$ cat src/rtl/digits_input_pkg.sv
// Shared constants and state type for the digits_input push-button entry block.
// `WORDSIZE sets the CPU word width (16 when the build does not define it).
`ifndef WORDSIZE
`define WORDSIZE 16
`endif

package digits_input_pkg;

    localparam int NUM_DIGITS = 6;
    localparam int BCD_W      = 4;
    localparam int ACC_W      = 20;
    localparam int WORDSIZE   = `WORDSIZE;

    typedef enum logic [1:0] {
        DI_EDIT = 2'd0,
        DI_CONV = 2'd1,
        DI_HOLD = 2'd2
    } di_state_e;

    function automatic logic [BCD_W-1:0] bcd_inc(input logic [BCD_W-1:0] d);
        return (d == 4'd9) ? 4'd0 : d + 4'd1;
    endfunction

    function automatic logic [2:0] cursor_right(input logic [2:0] c);
        return (c == 3'd0) ? 3'd5 : c - 3'd1;
    endfunction

endpackage

$ cat src/rtl/digits_input_key_debounce.sv
// Button front end: 2-FF synchroniser plus level debouncer.
// Emits a single-cycle press pulse once a low level has been stable long enough.
module key_debounce #(
    parameter int DEBOUNCE_CYCLES = 1_000_000
) (
    input  logic clk,
    input  logic rst,
    input  logic key_n,
    output logic press
);

    localparam int CW = $clog2(DEBOUNCE_CYCLES + 1);

    logic [1:0]    sync;
    logic          stable;
    logic [CW-1:0] cnt;

    // cnt counts consecutive cycles the synchronised level differs from stable
    always_ff @(posedge clk) begin
        if (rst) begin
            sync   <= 2'b11;
            stable <= 1'b1;
            cnt    <= '0;
            press  <= 1'b0;
        end else begin
            sync  <= {sync[0], key_n};
            press <= 1'b0;
            if (sync[1] == stable) begin
                cnt <= '0;
            end else if (cnt == CW'(DEBOUNCE_CYCLES - 1)) begin
                cnt    <= '0;
                stable <= sync[1];
                press  <= ~sync[1];
            end else begin
                cnt <= cnt + 1'b1;
            end
        end
    end

endmodule

$ cat src/rtl/digits_input.sv
// Six-digit BCD entry from three buttons, converted to binary for the CPU.
// Define DIGITS_INPUT_CLAMP_EN to saturate (instead of truncate) narrow results.
module digits_input
    import digits_input_pkg::*;
#(
    parameter int DEBOUNCE_CYCLES = 1_000_000
) (
    input  logic                clk,
    input  logic                rst,
    input  logic                key_inc_n,
    input  logic                key_next_n,
    input  logic                key_enter_n,
    output logic [23:0]         digits,
    output logic [2:0]          cursor,
    output logic                busy,
    output logic [WORDSIZE-1:0] out_data,
    output logic                out_valid,
    input  logic                out_ready
);

    logic inc_p, next_p, enter_p;

    key_debounce #(.DEBOUNCE_CYCLES(DEBOUNCE_CYCLES)) u_inc (
        .clk(clk), .rst(rst), .key_n(key_inc_n), .press(inc_p)
    );
    key_debounce #(.DEBOUNCE_CYCLES(DEBOUNCE_CYCLES)) u_next (
        .clk(clk), .rst(rst), .key_n(key_next_n), .press(next_p)
    );
    key_debounce #(.DEBOUNCE_CYCLES(DEBOUNCE_CYCLES)) u_enter (
        .clk(clk), .rst(rst), .key_n(key_enter_n), .press(enter_p)
    );

    function automatic logic [WORDSIZE-1:0] fit(input logic [ACC_W-1:0] a);
`ifdef DIGITS_INPUT_CLAMP_EN
        if (WORDSIZE < ACC_W && (a >> WORDSIZE) != '0)
            return '1;
`endif
        return WORDSIZE'(a);
    endfunction

    di_state_e           state, state_n;
    logic [23:0]         digits_n;
    logic [2:0]          cursor_n, index, index_n;
    logic [ACC_W-1:0]    acc, acc_n;
    logic [WORDSIZE-1:0] out_data_n;
    logic                out_valid_n;
    logic [BCD_W-1:0]    d_cur, d_idx;

    assign d_cur = digits[{cursor, 2'b00} +: 4];
    assign d_idx = digits[{index, 2'b00} +: 4];
    assign busy  = (state != DI_EDIT);

    always_comb begin
        state_n     = state;
        digits_n    = digits;
        cursor_n    = cursor;
        index_n     = index;
        acc_n       = acc;
        out_data_n  = out_data;
        out_valid_n = out_valid;
        unique case (state)
            DI_EDIT: begin
                if (enter_p) begin
                    state_n = DI_CONV;
                    acc_n   = '0;
                    index_n = 3'd5;
                end else begin
                    if (inc_p)
                        digits_n[{cursor, 2'b00} +: 4] = bcd_inc(d_cur);
                    if (next_p)
                        cursor_n = cursor_right(cursor);
                end
            end
            DI_CONV: begin
                acc_n = (acc << 3) + (acc << 1) + {16'd0, d_idx};
                if (index == 3'd0) begin
                    state_n     = DI_HOLD;
                    out_data_n  = fit(acc_n);
                    out_valid_n = 1'b1;
                end else begin
                    index_n = index - 3'd1;
                end
            end
            DI_HOLD: begin
                if (out_valid && out_ready) begin
                    state_n     = DI_EDIT;
                    digits_n    = '0;
                    cursor_n    = 3'd5;
                    out_valid_n = 1'b0;
                end
            end
            default: state_n = DI_EDIT;
        endcase
    end

    always_ff @(posedge clk) begin
        if (rst) begin
            state     <= DI_EDIT;
            digits    <= '0;
            cursor    <= 3'd5;
            index     <= 3'd5;
            acc       <= '0;
            out_data  <= '0;
            out_valid <= 1'b0;
        end else begin
            state     <= state_n;
            digits    <= digits_n;
            cursor    <= cursor_n;
            index     <= index_n;
            acc       <= acc_n;
            out_data  <= out_data_n;
            out_valid <= out_valid_n;
        end
    end

endmodule

$ cat config.mk
export PLATFORM = sky130hd
export DESIGN_NAME = digits_input
export DESIGN_NICKNAME = d
export VERILOG_FILES = /design/src/rtl/digits_input_pkg.sv /design/src/rtl/digits_input_key_debounce.sv /design/src/rtl/digits_input.sv
export SDC_FILE = /design/constraint.sdc
export NUM_CORES = 1
export LEC_CHECK = 0
export CAP_MARGIN = 5
export CELL_PAD_IN_SITES_DETAIL_PLACEMENT = 0
export CELL_PAD_IN_SITES_GLOBAL_PLACEMENT = 2
export CORE_UTILIZATION = 33
export DETAILED_ROUTE_END_ITERATION = 7
export GPL_TIMING_DRIVEN = 0
export PLACE_DENSITY_LB_ADDON = 0.1
export SYNTH_ARGS = -nofsm -noshare
export SYNTH_HDL_FRONTEND = slang
export SYNTH_HIERARCHICAL = 1
export SYNTH_SLANG_ARGS = --single-unit
$ cat constraint.sdc
create_clock -name clk -period 3.34 [get_ports clk]
set_clock_uncertainty 0.15 [all_clocks]
set_input_delay 0.668 -clock clk [delete_from_list [all_inputs] [get_ports clk]]
set_output_delay 0.668 -clock clk [all_outputs]
set_load 0.02 [all_outputs]
==> results of run 1 <==
[synth_stat cells, types with 5 or more instances]
cell / instances
xnor2_1: 17
buf_4: 7
o21ai_1: 7
xor2_1: 35
a21oi_1: 66
nand3b_1: 12
mux2i_1: 18
nand3_1: 27
nand4_1: 19
clkbuf_1: 15
o21ai_0: 35
nor2_1: 81
and2_1: 8
a211o_1: 6
o31ai_1: 7
and3_1: 8
nand2b_1: 6
or4_1: 11
nor3_1: 8
a22oi_1: 7
nor4b_1: 11
or2_2: 10
nor4_1: 7
buf_6: 7
or3_1: 16
buf_2: 5
nor2b_1: 8
ha_1: 38
inv_1: 24
dfxtp_1: 136
nand2_1: 82
[state kept, by name, summed over array words and instances, names as in the netlist]
name / count
u_next/sync: 2
u_next/stable: 1
u_inc/sync: 2
u_inc/stable: 1
u_enter/stable: 1
cursor: 3
u_inc/cnt: 20
digits: 24
u_next/cnt: 20
out_valid: 1
u_enter/cnt: 20
index: 3
state: 2
u_inc/press: 1
u_enter/press: 1
acc: 15
u_enter/sync: 2
u_next/press: 1
out_data: 16
[worst reg2reg max path, cell delays in order (launching register included)]
cell       delay [ps]
dfxtp_2           320
buf_6             120
mux4_2            560
a21oi_4           190
fa_2              490
inv_2              90
ha_4              200
a211oi_4          240
o21bai_4          130
o2111ai_4         260
a31oi_4           180
nor4b_2           250
a211o_1           130
[power groups by stage]
stage          Sequential, W  Clock, W  Combinational (W)
6_report             0.00163   0.00187          0.0000515
4_1_cts              0.00163   0.00192          0.0000526
5_1_grt              0.00163   0.00199          0.0000564
2_1_floorplan        0.00166         0          0.0000273
3_3_place_gp         0.00166         0          0.0000520
3_5_place_dp         0.00166         0          0.0000523
[stage by stage]
step / worst slack [ps] / power [W]
after CTS: -60.3 / 0.00360
after detailed placement: -634 / 0.00172
after global routing: -122 / 0.00368
after floorplan: 22.0 / 0.00169
after global placement: -635 / 0.00172
final: -10.1 / 0.00355
[how the worst max path moves through the flow]
stage / slack, ps / cells after the start / to / startpoint
floorplan: 20 / 11 / acc[13] / index[0]
global placement: -640 / 12 / out_data[13] / index[0]
detailed placement: -630 / 12 / out_data[13] / index[0]
CTS: -60 / 12 / out_data[13] / index[0]
global route: -120 / 12 / out_data[14] / index[0]
finish: -10 / 12 / out_data[13] / index[0]
[timing repair]
action                     4_1_cts  5_1_grt
setup buffers                    1        5
setup endpoints to repair       19       17
pin swaps                       15       18
gates resized for setup         32       10
hold buffers                     0        0
[final cells by class]
cell class              instances  area, µm²
flip-flops and latches        136       2720
fillers                      2152      12300
multi-input cells             625       4390
well taps                     275        344
repair buffers                 56        549
plain buffers                  35        225
inverters                      24       90.1
clock inverters                11        124
clock buffers                  20        457
[routing by layer]
metal	share of wire [%]	wire (µm)	up-vias	global-route usage [%]
met1	47	9050	2989	22.9
met4	2.2	425	0	6.97
met3	3.6	702	33	3.41
met5	0	0	-	0
li1	-	-	3078	-
met2	48	9260	127	30.1
[cells by family (layout without fill, tap and decap cells)]
| family | after synthesis | in the layout | share of synthesized area [%] |
|---|---|---|---|
| and+or+nand+nor | 347 | 347 | 26.4 |
| DFF | 136 | 136 | 37.7 |
| buffers and inverters | 59 | 146 | 4.24 |
| adders and majority gates | 40 | 40 | 7.14 |
| xor gates and xnor gates | 52 | 52 | 6.31 |
| AOI/OAI and AO/OA | 164 | 164 | 14.5 |
| muxes | 22 | 22 | 3.74 |
==> impl_metrics.toml, run 1 <==
[pwr]
p_comb_share_pct = 1.5
p_sw_share_pct = 21.6
power_frac_seq_pct = 45.9
p_leak_nw = 3.19
p_switching_w = 0.000766
clkPwrFrac_pct = 52.6
vdd_drop_max_mv = 0.301
power.density_mw_per_mm2 = 398
p_int_w = 0.00278

[worst_setup_path]
cp-start-kind = "flip-flop"
cpMaxStageDelayCell = "mux4_2"
crit_family = "compound AO/OA/AOI/OAI gates"
crit_chain = "buf_6, mux4_2, a21oi_4, fa_2, inv_2, ha_4, a211oi_4, o21bai_4, o2111ai_4, a31oi_4, nor4b_2, a211o_1"
reg2reg_depth = 12
cp.required_ps = 3550
endpoint_kind = "flip-flop"
slowest_delay_ps = 560
r2r-start = "index[0]"
r2r_slack_ps = -10
path_class = "reg2reg"
path_max_fanout = 5
crit_buf_inv = 2
worst_ep_arrival_time_ps = 3560
timing.rr.end = "out_data[13]"

[grt]
antenna_found_initial = 0
grt_max_degree = 17
overflow = 0
grt_use_total_pct = 18.0
grt_pass1_vias = 5986
grt_pass1_wl_mm = 31.4

[hold_path]
min_from = "u_next/sync[0]"
hold-path-cell-count = 1
hold_path_end = "u_next/sync[1]"
hold_class = "reg2reg"

[floorplan]
die-area_mm2 = 0.0225
initial_core_util_pct = 34.0
core_area_mm2 = 0.0212
num_rows = 53
die_x_um = 150
io_pins = 51
die_h_um = 150

[logic_synthesis]
syn_nets = 866
ys_top_cells_by_area = "dfxtp_1, ha_1, a21oi_1"
yosys.area.top_type = "dfxtp_1"
ys_ff_latch = 136
synth_area_mm2 = 0.00722
synth_cell_type_count = 65
synth_top_area_share_pct = 37.7
async_flop_share_pct = 0
synth_area_per_cell_um2 = 8.81
synth_warnings = 6
yosys_most_used_dff = "dfxtp_1"
syn_inst = 820
yosysSeqAreaShare_pct = 37.7
synth_edf_count = 0

[cells_and_area]
final_layout_size_suffix_gt1_share_pct = 12.9
nets = 941
final_common_cell = "dfxtp_1"
final_cell_count_no_fill = 1182
diodes = 0
stdcell_area_mm2 = 0.00890
final_core_util_pct = 41.9
syn2layout_area_growth_pct = 23.2
layout_common_cells = "dfxtp_1, nand2_1, nor2_1"

[route]
ant_nets = 0
post_drt_via_cell_ratio = 5.27
vias = 6227
drt_first_pass_iters = 5
drc_errors = 0
wirelength_mm = 19.4
first_iter_violations = 250
routedWlPerCell_um = 16.4

[clock_network]
clk_latency_ps = 420
cts_tree = "built"
clockRootBuffer = "clkbuf_16"
clk_pin_slew_worst_paths_ps = 60
cts.sinks = 136
cts_max_level = 4
cts_buffers = 17
cts_buffer_depth = 2

[sta]
finalHoldViolCount = 0
fin_ws_ps = -10.1
max_freq_mhz = 298
fin_tns_setup_ps = -13.0
post-route-period-util_pct = 100
whs_ps = 257
layout_min_cycle_time_ps = 3350
slew_viol_final = 0
finalSetupViolCount = 2
worstMarginPinSlew_ps = 771
rsz0062_at_grt = "true"
slew_headroom_pct = 48.0

[outcome]
violations = "setup timing"
status = "finished, violations left"

[place]
hpwl_mm = 14.1
gp_congestion = 0.876
dp.cells = 1145
dpl_cell_area_mm2 = 0.00807
numPortBuffers = 50

[run]
drv_cap = 0
No activity file was read; power rests on OpenSTA's default activity.
==> run 2, diff against run 1 <==
--- a/config.mk
+++ b/config.mk
@@ -8,6 +8,7 @@
 export CAP_MARGIN = 5
 export CELL_PAD_IN_SITES_DETAIL_PLACEMENT = 0
 export CELL_PAD_IN_SITES_GLOBAL_PLACEMENT = 2
+export CORE_MARGIN = 3
 export CORE_UTILIZATION = 33
 export DETAILED_ROUTE_END_ITERATION = 7
 export GPL_TIMING_DRIVEN = 0
==> impl_metrics.toml, run 2 (synthesis results as in run 1) <==
[cells_and_area]
diodes = 0
stdcell_area_mm2 = 0.00890
syn2layout_area_growth_pct = 23.3
regMostFlops = "digits"
final_layout_size_suffix_gt1_share_pct = 13.6
largest_register_ffs = 24
layout_common_cells = "dfxtp_1, nor2_1, nand2_1"
final_common_cell = "dfxtp_1"
nets = 939
final_cell_count_no_fill = 1181

[place]
gp_congestion = 0.866
numPortBuffers = 50
dpl_cell_area_mm2 = 0.00807
hpwl_mm = 14.3
dp.cells = 1145

[grt]
grt_use_total_pct = 16.8
overflow = 0
antenna_found_initial = 0
grt_max_degree = 17
grt_pass1_vias = 6000
grt_pass1_wl_mm = 32.1

[worst_setup_path]
path_max_fanout = 4
cpMaxStageDelayCell = "mux4_2"
critPathCapture = "out_data[13]"
cp-start-kind = "flip-flop"
r2r-start = "index[0]"
crit_chain = "buf_6, mux4_2, a21oi_4, fa_2, inv_2, ha_4, a211oi_4, o21bai_4, o2111ai_4, a31oi_4, nor4b_2, a211o_1"
slowest_delay_ps = 550
timing.rr.end = "out_data[13]"
endpoint_kind = "flip-flop"
reg2reg_depth = 12
worst_ep_arrival_time_ps = 3580
cp-startpoint = "index[0]"
path_class = "reg2reg"
cp.required_ps = 3550
r2r_slack_ps = -30

[pwr]
vdd_drop_max_mv = 0.301
total_power_w = 0.00355
p_leak_nw = 3.18
power.density_mw_per_mm2 = 398

[floorplan]
initial_core_util_pct = 33.9
num_rows = 53
die_h_um = 154
core_area_mm2 = 0.0213
die-area_mm2 = 0.0237
io_pins = 51
die_x_um = 154

[hold_path]
hold_class = "reg2reg"
hold-path-cell-count = 1

[route]
dr_wl_met2_mm = 9.59
post_drt_via_cell_ratio = 5.23
first_iter_violations = 309
drc_errors = 0
vias = 6172
ant_nets = 0
wl_met1_mm = 9.64
wl_met3_um = 599
drt_first_pass_iters = 4
routedWlPerCell_um = 17.0
dr.max_layer_used = "met4"
wirelength_mm = 20.1

[sta]
worstMarginPinSlew_ps = 805
max_freq_mhz = 297
slew_headroom_pct = 45.8
fin_ws_ps = -25.9
whs_ps = 260
fin_tns_setup_ps = -26.3
finalSetupViolCount = 2
finalHoldViolCount = 0
layout_min_cycle_time_ps = 3370
slew_viol_final = 0
rsz0062_at_grt = "true"
post-route-period-util_pct = 101

[clock_network]
cts_buffers = 17
clk_latency_ps = 420
cts.sinks = 136
clk_pin_slew_worst_paths_ps = 60
cts_max_level = 4
cts_tree = "built"
clockRootBuffer = "clkbuf_16"
cts_buffer_depth = 2

[outcome]
violations = "setup timing"
status = "finished, violations left"

[run]
drv_cap = 0
==> run 2: cell count changes in the layout (fill, tap and decap cells not counted), moves of 2 or more <==
cell	delta
a21oi_1	-2
clkinvlp_4	+2
nand2_2	+2
clkbuf_8	-2
nand2_1	-2
a21oi_2	+2
==> run 2: critical path: cells and delay by family, from the launching register on <==
| kind | cells | cell delay [ps] |
|---|---|---|
| multiplexers | 1 | 550 |
| AO/OA/AOI/OAI | 6 | 1130 |
| AND/OR/NAND/NOR | 1 | 280 |
| adder cells (fa/ha/maj) | 2 | 670 |
| buffers and inverters | 2 | 190 |
| flip-flops | 1 | 320 |
==> run 2: cell type report <==
cell class	count	area (µm²)
inverters	24	90.1
flip-flops and latches	136	2720
clock inverters	14	151
repair buffers	54	531
clock buffers	18	429
fillers	2124	12400
plain buffers	35	225
well taps	275	344
multi-input cells	625	4410
==> run 2: power by group <==
part / switching (W) / internal [W]
Sequential: 0.00000244 / 0.00163
Combinational: 0.0000338 / 0.0000181
Clock: 0.000762 / 0.00110
==> run 2: metrics by stage <==
step	util, %	setup slack (ps)
final	41.8	-25.9
after global routing	41.8	-159
after CTS	41.3	-60.9
after detailed placement	37.9	-637
after global placement	37.9	-589
after floorplan	-	22.0
==> run 2: how the worst min path moves through the flow <==
stage,from,endpoint,slack [ps]
2_1_floorplan,u_enter/sync[0],u_enter/sync[1],240
3_3_place_gp,u_next/sync[0],u_next/sync[1],250
3_5_place_dp,u_next/sync[0],u_next/sync[1],250
4_1_cts,u_next/sync[0],u_next/sync[1],260
5_1_grt,u_next/sync[0],u_next/sync[1],270
6_report,u_next/sync[0],u_next/sync[1],260
==> run 2: what timing repair did <==
item / in CTS / in global routing
pin swaps: 12 / 18
endpoints found under the setup margin: 20 / 17
gates cloned: 0 / 0
gates resized for setup: 26 / 21
hold endpoints to repair: 0 / 0
hold buffers: 0 / 0
buffers inserted: 3 / 1
==> run 2: routing by layer <==
| metal | track usage (%) | up-vias |
|---|---|---|
| met2 | 27.4 | 107 |
| met5 | 0 | - |
| li1 | - | 3077 |
| met4 | 5.00 | 0 |
| met1 | 23.0 | 2970 |
| met3 | 2.79 | 18 |
==> run 3, diff against run 2 <==
--- a/config.mk
+++ b/config.mk
@@ -13,6 +13,7 @@
 export DETAILED_ROUTE_END_ITERATION = 7
 export GPL_TIMING_DRIVEN = 0
 export PLACE_DENSITY_LB_ADDON = 0.1
+export SLEW_MARGIN = 30
 export SYNTH_ARGS = -nofsm -noshare
 export SYNTH_HDL_FRONTEND = slang
 export SYNTH_HIERARCHICAL = 1
==> results of run 3 <==
Final layout, timing and power as in run 2 (identical DEF).
